[src/rtl/locked_mult_key_scanner.sv]
// Key-candidate sweep sequencer for the XOR-locked 8x8 multiplier.
// Applies an LFSR operand sequence per candidate and reports mismatch counts.
module locked_mult_key_scanner #(
    parameter  int KEY_W  = 64,
    parameter  int N_VEC  = 16,
    parameter  int SETTLE = 2,
    localparam int ERR_W  = $clog2(N_VEC + 1)
) (
    input  logic             clk_i,
    input  logic             rst_ni,
    input  logic             start_i,
    input  logic             abort_i,
    input  logic [KEY_W-1:0] base_key_i,
    input  logic [15:0]      seed_i,
    output logic [7:0]       operand1_o,
    output logic [7:0]       operand2_o,
    output logic [KEY_W-1:0] key_o,
    input  logic [15:0]      result_i,
    output logic             res_valid_o,
    input  logic             res_ready_i,
    output logic [6:0]       res_idx_o,
    output logic [ERR_W-1:0] res_err_o,
    output logic             busy_o,
    output logic             done_o
);

    typedef enum logic [2:0] {
        S_IDLE,
        S_LOAD,
        S_APPLY,
        S_CHECK,
        S_REPORT,
        S_DONE
    } state_e;

    state_e             state_q, state_d;
    logic [KEY_W-1:0]   key_q, key_d;
    logic [KEY_W-1:0]   base_q, base_d;
    logic [15:0]        lfsr_q, lfsr_d;
    logic [15:0]        seed_q, seed_d;
    logic [6:0]         k_q, k_d;
    logic [7:0]         vec_q, vec_d;
    logic [7:0]         settle_q, settle_d;
    logic [ERR_W-1:0]   err_q, err_d;

    logic [15:0]        seed_eff;
    logic [15:0]        lfsr_nxt;
    logic [15:0]        golden;
    logic               mismatch;

    // Seed fix-up, LFSR step and golden product.
    always_comb begin
        seed_eff = (seed_i == 16'd0) ? 16'hACE1 : seed_i;
        lfsr_nxt = {lfsr_q[14:0],
                    lfsr_q[15] ^ lfsr_q[13] ^ lfsr_q[12] ^ lfsr_q[10]};
        golden   = {8'd0, lfsr_q[15:8]} * {8'd0, lfsr_q[7:0]};
        mismatch = (result_i != golden);
    end

    // Next-state and datapath updates; abort overrides everything.
    always_comb begin
        state_d  = state_q;
        key_d    = key_q;
        base_d   = base_q;
        lfsr_d   = lfsr_q;
        seed_d   = seed_q;
        k_d      = k_q;
        vec_d    = vec_q;
        settle_d = settle_q;
        err_d    = err_q;
        if (abort_i) begin
            state_d  = S_IDLE;
            key_d    = '0;
            lfsr_d   = '0;
            k_d      = '0;
            vec_d    = '0;
            settle_d = '0;
            err_d    = '0;
        end else begin
            unique case (state_q)
                S_IDLE: begin
                    if (start_i) begin
                        base_d  = base_key_i;
                        seed_d  = seed_eff;
                        lfsr_d  = seed_eff;
                        key_d   = base_key_i;
                        k_d     = '0;
                        vec_d   = '0;
                        err_d   = '0;
                        state_d = S_LOAD;
                    end
                end
                S_LOAD: begin
                    settle_d = '0;
                    state_d  = S_APPLY;
                end
                S_APPLY: begin
                    if (settle_q == 8'(SETTLE - 1)) begin
                        state_d = S_CHECK;
                    end else begin
                        settle_d = settle_q + 8'd1;
                    end
                end
                S_CHECK: begin
                    if (mismatch && (err_q != ERR_W'(N_VEC))) begin
                        err_d = err_q + ERR_W'(1);
                    end
                    lfsr_d = lfsr_nxt;
                    if (vec_q == 8'(N_VEC - 1)) begin
                        state_d = S_REPORT;
                    end else begin
                        vec_d    = vec_q + 8'd1;
                        settle_d = '0;
                        state_d  = S_APPLY;
                    end
                end
                S_REPORT: begin
                    if (res_ready_i) begin
                        if (k_q == 7'(KEY_W)) begin
                            key_d   = '0;
                            lfsr_d  = '0;
                            state_d = S_DONE;
                        end else begin
                            k_d     = k_q + 7'd1;
                            key_d   = base_q ^ (KEY_W'(1) << k_q);
                            lfsr_d  = seed_q;
                            vec_d   = '0;
                            err_d   = '0;
                            state_d = S_LOAD;
                        end
                    end
                end
                S_DONE: begin
                    k_d     = '0;
                    err_d   = '0;
                    state_d = S_IDLE;
                end
                default: begin
                    state_d = S_IDLE;
                end
            endcase
        end
    end

    // State and datapath registers.
    always_ff @(posedge clk_i or negedge rst_ni) begin
        if (!rst_ni) begin
            state_q  <= S_IDLE;
            key_q    <= '0;
            base_q   <= '0;
            lfsr_q   <= '0;
            seed_q   <= '0;
            k_q      <= '0;
            vec_q    <= '0;
            settle_q <= '0;
            err_q    <= '0;
        end else begin
            state_q  <= state_d;
            key_q    <= key_d;
            base_q   <= base_d;
            lfsr_q   <= lfsr_d;
            seed_q   <= seed_d;
            k_q      <= k_d;
            vec_q    <= vec_d;
            settle_q <= settle_d;
            err_q    <= err_d;
        end
    end

    // Outputs decoded from registered state.
    always_comb begin
        operand1_o  = lfsr_q[15:8];
        operand2_o  = lfsr_q[7:0];
        key_o       = key_q;
        res_valid_o = (state_q == S_REPORT);
        res_idx_o   = k_q;
        res_err_o   = err_q;
        busy_o      = (state_q != S_IDLE);
        done_o      = (state_q == S_DONE);
    end

endmodule

[config.mk]
export PLATFORM = sky130hd
export DESIGN_NAME = locked_mult_key_scanner
export DESIGN_NICKNAME = d
export VERILOG_FILES = /design/src/rtl/locked_mult_key_scanner.sv
export SDC_FILE = /design/constraint.sdc
export NUM_CORES = 1
export LEC_CHECK = 0
export CAP_MARGIN = 40
export CORE_ASPECT_RATIO = 1.75
export CORE_MARGIN = 2
export CORE_UTILIZATION = 40
export DETAILED_ROUTE_END_ITERATION = 8
export PLACE_DENSITY = 0.7
export SYNTH_ARGS = -nofsm -noshare
export SYNTH_HDL_FRONTEND = slang
export SYNTH_SLANG_ARGS = --single-unit
[constraint.sdc]
create_clock -name clk_i -period 5.7 [get_ports clk_i]
set_input_delay 0.57 -clock clk_i [delete_from_list [all_inputs] [get_ports clk_i]]
set_output_delay 0.57 -clock clk_i [all_outputs]
set_load 0.05 [all_outputs]
Word level (Yosys, flattened, before mapping). Index checks and enable logic that the tools add are counted.

Add/subtract/negate cells: 4. Multiply operators: 1. Eq/ne operators: 17. Shift-type cells: 1. Multiplexer cells: 39. Bitwise logic cells: 5. Reduce and logical (&&, ||, !) cells: 17.

Operator list (number): $mux 64 (4); $pmux 64 s2 (1); $mux 16 (5); $mux 8 (8); $shl 1x7->64 const A (1); $xor 64x64->64 (1); $pmux 16 s3 (1); $pmux 8 s3 (2); $mux 7 (4); $mux 5 (5); $pmux 7 s3 (1); $pmux 5 s4 (1); $mux 3 (6); $ne 3x3->1 const B (6); $add 8x1->8 const B (2); $logic_not 16->1 (1); $mul 8x8->16 (1); $ne 16x16->1 (1); $pmux 3 s5 (1); $reduce_and 3->1 (5); $reduce_bool 4->1 (3); $reduce_and 5->1 (2); $eq 8x1->1 const B (1); $eq 8x4->1 const B (1); other kinds (15) (20).

Flip-flop bits (word level): 191. Bits of input ports: 101. Output and inout port bits: 95. Word-level logic and storage cells: 93.

Longest topological paths before layout. Gate-level depths: netlist of the first run.

Depth in word-level cells: 6. Mapped depth: 18. Gate-level depth less buffers: 17.

Worst setup path before layout of the first run. Ideal clock, no wire load.

Path type: register to register. Start: reg lfsr_q[7]. End: reg err_q[2], in the netlist res_err_o[2]. Library setup time: 124 ps. Arrival time: 5158 ps. Slack: 418 ps. Cell stages (with the launch flop): 17. Buffers on the path: 1. Clock period less this slack: 5282 ps. Cells stage by stage: dfrtp_1 -> clkbuf_1 -> nand2_1 -> fa_1 -> fa_1 -> fa_1 -> fa_1 -> inv_1 -> ha_1 -> a21o_1 -> a21oi_2 -> a21oi_1 -> a2111oi_2 -> nand4_1 -> nand4b_2 -> and4b_1 -> a211o_1.

Word-level cells in the longest chain between the ends: 5.

RTL lines: start: declaration (line 39) `logic [15:0] lfsr_q, lfsr_d;`; start signal: assignment (line 161) `lfsr_q <= lfsr_d;`; $mul 8x8->16 (line 56) `golden = {8'd0, lfsr_q[15:8]} * {8'd0, lfsr_q[7:0]};`; $ne 16x16->1 (line 57) `mismatch = (result_i != golden);`; $logic_and 1x1->1 (line 105) `if (mismatch && (err_q != ERR_W'(N_VEC))) begin`; $ne 3x3->1 (no line); $reduce_and 5->1 (no line); end signal: assignment (line 166) `err_q <= err_d;`; end: declaration (line 44) `logic [ERR_W-1:0] err_q, err_d;`.

Every way passes these cells. A chain may end at the register's enable or synchronous reset.

Worst setup path in the final report of the first run.
Start: reg lfsr_q[10]. End: reg err_q[2], in the netlist res_err_o[2].

The elaborated chain is that of the path after synthesis.

==> results of run 1 <==
cell families after synthesis:
family | share of synthesized area [%]
XOR/XNOR | 6.51
AO/OA/AOI/OAI | 14.1
adder cells (fa/ha/maj) | 11.0
buffers and inverters | 4.62
multiplexers | 7.02
AND/OR/NAND/NOR | 16.3
flip-flops | 40.4
synth_stat cells, drive strengths merged, types with 2 or more instances:
cell	count
nor2b	9
nor4	7
xor2	13
o22ai	5
o211ai	3
and3	11
a21oi	36
o21bai	2
nand2b	8
o21a	2
nand2	191
o31ai	18
a2111oi	2
a32oi	2
mux2	73
and4b	2
a22oi	65
and2	39
a21o	3
or2	3
nor2	49
dfrtp	191
or4	2
fa	36
buf	14
a31oi	2
ha	47
inv	65
and4	2
nand4	4
clkbuf	65
nor3	40
nand3	43
o221ai	2
xnor2	75
o21ai	121
o2111ai	2
layout make-up:
class	instances	share of cell area (%)
Antenna cell	2	0.0339
Clock buffer	18	2.90
Clock inverter	13	1.02
Inverter	65	1.65
Multi-Input combinational cell	929	44.4
Sequential cell	191	32.4
Tap cell	382	3.24
Timing Repair Buffer	213	14.4
worst paths after layout:
check	endpoint	start	cells after the start	slack, ns
worst max-delay path	res_err_o[2]	lfsr_q[10]	15	0.41
worst max register to register	res_err_o[2]	lfsr_q[10]	15	0.41
worst min register to register	vec_q[7]	vec_q[7]	1	0.49
worst min-delay path	base_q[41]	rst_ni	1	0.14
max in group asynchronous	lfsr_q[9]	rst_ni	2	4.31
min in group clk_i	vec_q[7]	vec_q[7]	1	0.49
per-stage QoR:
stage | total power, mW | cells | cell area (µm²)
floorplan | 2.60 | 1264 | 11800
global placement | 2.98 | 1773 | 14100
detailed placement | 3.03 | 1780 | 14200
CTS | 4.23 | 1811 | 14800
global route | 4.42 | 1811 | 14800
finish | 4.19 | 1813 | 14800
sequential cells by signal, indices dropped and copies added, names as in the netlist:
signal and count:
base_q 64, res_idx_o 7, vec_q 8, res_err_o 5
lfsr_q 16, settle_q 8, key_o 64, state_q 3
seed_q 16
power by group:
part	total (mW)	leakage, nW	switching [mW]	internal (mW)
clock	1.19	0.281	0.572	0.620
combinational	1.25	3.42	0.697	0.552
sequential	1.75	2.42	0.177	1.57
routing by layer:
metal,track usage [%],vias to the layer above,routed length (µm)
met1,24.4,4803,12800
met2,42.5,285,18400
met5,0,-,0
li1,-,4641,-
met4,7.70,0,969
met3,5.23,57,1980
what timing repair did:
action,CTS,global route
setup endpoints to repair,0,2
resized for setup,0,1
buffers inserted,0,0
cell usage in the layout, fill, tap and decap left out, types with 3 or more instances in the layout:
cell type	count
inv_8	4
nand2_1	190
xnor2_1	75
buf_4	11
o22ai_1	5
nor4_1	7
clkdlybuf4s50_1	194
a21o_1	3
nand3_1	40
mux2_2	73
clkbuf_16	17
xor2_1	13
ha_1	47
fa_1	36
and3_1	10
dfrtp_1	191
nand4_1	4
o21ai_0	119
a21oi_1	33
a22oi_1	65
nor2_1	47
buf_2	3
nand2b_1	8
and2_1	39
nor3_1	39
inv_1	65
clkinv_4	5
o31ai_1	18
nor2b_1	9
==> out/qor.yml, run 1 <==
status: "complete, no violations"
via_per_inst: 5.40
pin_count: 196
dieArea_um2: 31100
synth_top_area_cell: "dfrtp_1"
grt-ovfl-total: 0
cts.clk_slew.worst_paths_ns: 0.07
first_pass_iters: 5
cts_tree: "built"
syn_nets: 1448
finalCritPeriodShare_pct: 92.8
grt_pass1_wl_mm: 55.3
netlist_top_cells_area: "dfrtp_1 40%, mux2_2 6.9%, fa_1 6.1%"
hold_slack_ns: 0.144
drc: 0
path_cells: "nand2_1 > fa_1 > fa_1 > fa_1 > fa_1 > inv_1 > ha_1 > a21o_1 > a21oi_2 > a21oi_1 > a2111oi_2 > nand4_1 > nand4b_2 > and4b_1 > a211o_1"
clock_latency_ns: 0.44
worst-setup-path-type: "flip-flop to flip-flop"
grt_use_total_pct: 22.5
syn_to_final_growth_pct: 24.7
yosysUniqueCellTypes: 59
nFillCells: 2724
setup-violations-final: 0
ys.flop_type: "dfrtp_1"
slew_headroom_pct: 39.3
synth_async_sr_flop_share_pct: 100
cts_sinks: 191
rsz0062_at_grt: "false"
rows: 83
worstSetupStartpointType: "flip-flop"
final_util_pct: 50.4
synth_seq_area_share_pct: 40.4
final_max_slew_viol_count: 0
fin_ws_ns: 0.412
fmax_mhz: 189
cp_top_family: "adder cells"
path_max_fanout: 12
num_vias: 9786
vdd_drop_max_mv: 0.230
cellPowerDensity_nw_per_um2: 284
clockBufferDepth: 2
dp_hpwl_mm: 24.8
detail_route.wirelength_mm: 34.1
place_ws_ns: 0.323
layout-drive-gt1-share_pct: 9.87
setup_tns_ns: 0
antenna_found_initial: 2
grt_max_degree: 95
synth_seq_cells: 191
multi_input_area_um2: 6560
path_common_cell: "fa_1"
critPathMaxStageDelay_ns: 0.59
htree_levels: 4
syn-instance-count: 1264
cts_made_buffers: 17
root_buffer: "clkbuf_16"
cts-hold-fix-buffers: 0
synth_edf_count: 0
syn_area_um2: 11800
port_buffers: 195
nets: 1601
die_y_um: 232
initial_utilization_pct: 40.4
hold_violations: 0
p_leak_nw: 6.12
drt_iter0_markers: 434
min_path_type: "input pin to async pin"
cp_num_buf_inv: 1
yosysTopAreaCellShare_pct: 40.4
cap_violations: 0
setup.worst_path.end_class: "flip-flop"
seq_area_um2: 4780
yosysWarnings: 0
wl_per_cell_um: 18.8
grt_pass1_vias: 10300
avgSynthCellArea_um2: 9.37
cp_data_required_time_ns: 6.03
routabilityCongestion: 0.919
postRouteAntennaNets: 0
slowest_stage: "dfrtp_1"
fp.dieW_um: 134
worst_pin_slew_ns: 0.904
period_minus_slack_ns: 5.29
core_um2: 29300
worst_clock_skew_ns: 0.0147
cp.arrival_ns: 5.61
Power figures use the tool's default switching activity.
==> run 2, diff against run 1 <==
Settings changed: DONT_BUFFER_PORTS set to 1, GPL_ROUTABILITY_DRIVEN set to 0, MAX_ROUTING_LAYER set to met4, PLACE_DENSITY 0.7 to 0.61.
==> out/qor.yml, run 2 (same netlist as run 1, synthesis figures left out) <==
dieArea_um2: 31100
worstSetupStartpointType: "flip-flop"
num_vias: 9112
rows: 83
grt_use_total_pct: 22.6
cp_top_family: "adder cells"
setup-violations-final: 0
worst_pin_slew_ns: 1.06
cp_num_buf_inv: 4
port_buffers: 0
hold_slack_ns: 0.0907
wl_per_cell_um: 20.2
initial_utilization_pct: 40.4
layout_commonest_cell: "dfrtp_1"
setup.worst_path.end_class: "flip-flop"
detail_route.wirelength_mm: 33.1
die_y_um: 232
finalCritPeriodShare_pct: 93.0
reg2reg_depth: 18
core_um2: 29300
setup_tns_ns: 0
path_common_cell: "fa_1"
status: "complete, no violations"
grt_pass1_vias: 9634
htree_levels: 4
final_cell_mix: "191 x dfrtp_1, 190 x nand2_1, 119 x o21ai_0"
crit_start: "lfsr_q[12]"
syn_to_final_growth_pct: 9.56
cap_violations: 0
path_depth: 18
slowest_stage: "fa_1"
place_ws_ns: 0.363
grt-ovfl-total: 0
min_path_type: "input pin to async pin"
hold_violations: 0
grt_max_degree: 192
clock_latency_ns: 0.45
cts_sinks: 191
cp_data_required_time_ns: 6.02
vdd_drop_max_mv: 0.242
root_buffer: "clkbuf_16"
rsz0062_at_grt: "false"
antenna_found_initial: 1
first_pass_iters: 5
fmax_mhz: 189
via_per_inst: 5.58
drt_iter0_markers: 431
placed_area_um2: 12300
fin_ws_ns: 0.401
clockBufferDepth: 2
cts_made_buffers: 17
period_minus_slack_ns: 5.30
fp.dieW_um: 134
cts.clk_slew.worst_paths_ns: 0.08
worst-setup-path-type: "flip-flop to flip-flop"
final_max_slew_viol_count: 0
post-cts-setup-buffers: 0
drc: 0
p_leak_nw: 5.48
final_cell_area_um2: 13000
postRouteAntennaNets: 0
grt_pass1_wl_mm: 52.8
path_cells: "buf_4 > nand2_1 > fa_1 > inv_1 > fa_1 > inv_1 > fa_1 > fa_1 > inv_1 > ha_1 > a21o_1 > a21oi_2 > a21oi_1 > a2111oi_2 > nand4_1 > nand4b_2 > and4b_1 > a211o_1"
layout-drive-gt1-share_pct: 12.6
cellPowerDensity_nw_per_um2: 312
path_max_fanout: 9
dp_hpwl_mm: 24.2
worst_clock_skew_ns: 0.0136
slew_headroom_pct: 29.1
cts_tree: "built"
nets: 1422
cp.arrival_ns: 5.62
critPathMaxStageDelay_ns: 0.55
r2r_start: "lfsr_q[12]"
dpl.cell_count: 1600
pin_count: 196
stdcell_count: 1634
run 2: per-stage QoR:
| stage | util (%) | power (mW) |
|---|---|---|
| 2_1_floorplan | - | 2.60 |
| 3_3_place_gp | 41.8 | 2.78 |
| 3_5_place_dp | 42.1 | 2.81 |
| 4_1_cts | 44.3 | 4.09 |
| 5_1_grt | 44.3 | 4.28 |
| 6_report | 44.3 | 4.05 |
run 2: routing by layer:
metal  wire, µm  global-route usage, %  part of all wire [%]
met5          0                      -                     0
met4       1850                   12.6                   5.6
met1      11700                   22.8                    35
met3       2480                   6.89                   7.5
met2      17100                   38.7                    52
run 2: report_power, final:
part / internal [mW] / leakage [nW] / switching [mW]
logic: 0.413 / 2.77 / 0.490
registers: 1.57 / 2.42 / 0.341
clock network: 0.657 / 0.294 / 0.578
total: 2.64 / 5.48 / 1.41
run 2: path summary, 6_finish.rpt:
check / end / slack (ns)
hold reg to reg: seed_q[15] / 0.49
hold / removal: key_o[42] / 0.09
setup / recovery: res_err_o[2] / 0.40
min in group clk_i: state_q[1] / 0.20
max in group asynchronous: key_o[11] / 4.74
setup reg to reg: res_err_o[2] / 0.40
run 2: area by class of cell:
class / count / area, µm²
fill: 2897 / 16300
multi-input combinational: 929 / 6560
sequential: 191 / 4780
tap: 382 / 478
clock buffer: 20 / 467
timing repair buffer: 34 / 307
inverter: 65 / 244
clock inverter: 12 / 144
antenna: 1 / 2.50
run 2: worst reg2reg max path: stages, from the launching register on:
cell       delay (ns)
dfrtp_1          0.52
buf_4            0.28
nand2_1          0.09
fa_1             0.37
inv_1            0.10
fa_1             0.39
inv_1            0.08
fa_1             0.45
fa_1             0.55
inv_1            0.04
ha_1             0.39
a21o_1           0.22
a21oi_2          0.23
a21oi_1          0.13
a2111oi_2        0.37
nand4_1          0.15
nand4b_2         0.33
and4b_1          0.27
a211o_1          0.22
run 2: timing repair:
action | 4_1_cts | 5_1_grt
resized for setup | 0 | 1
hold endpoints to repair | 191 | 0
hold buffers | 1 | 0
setup endpoints to repair | 0 | 1
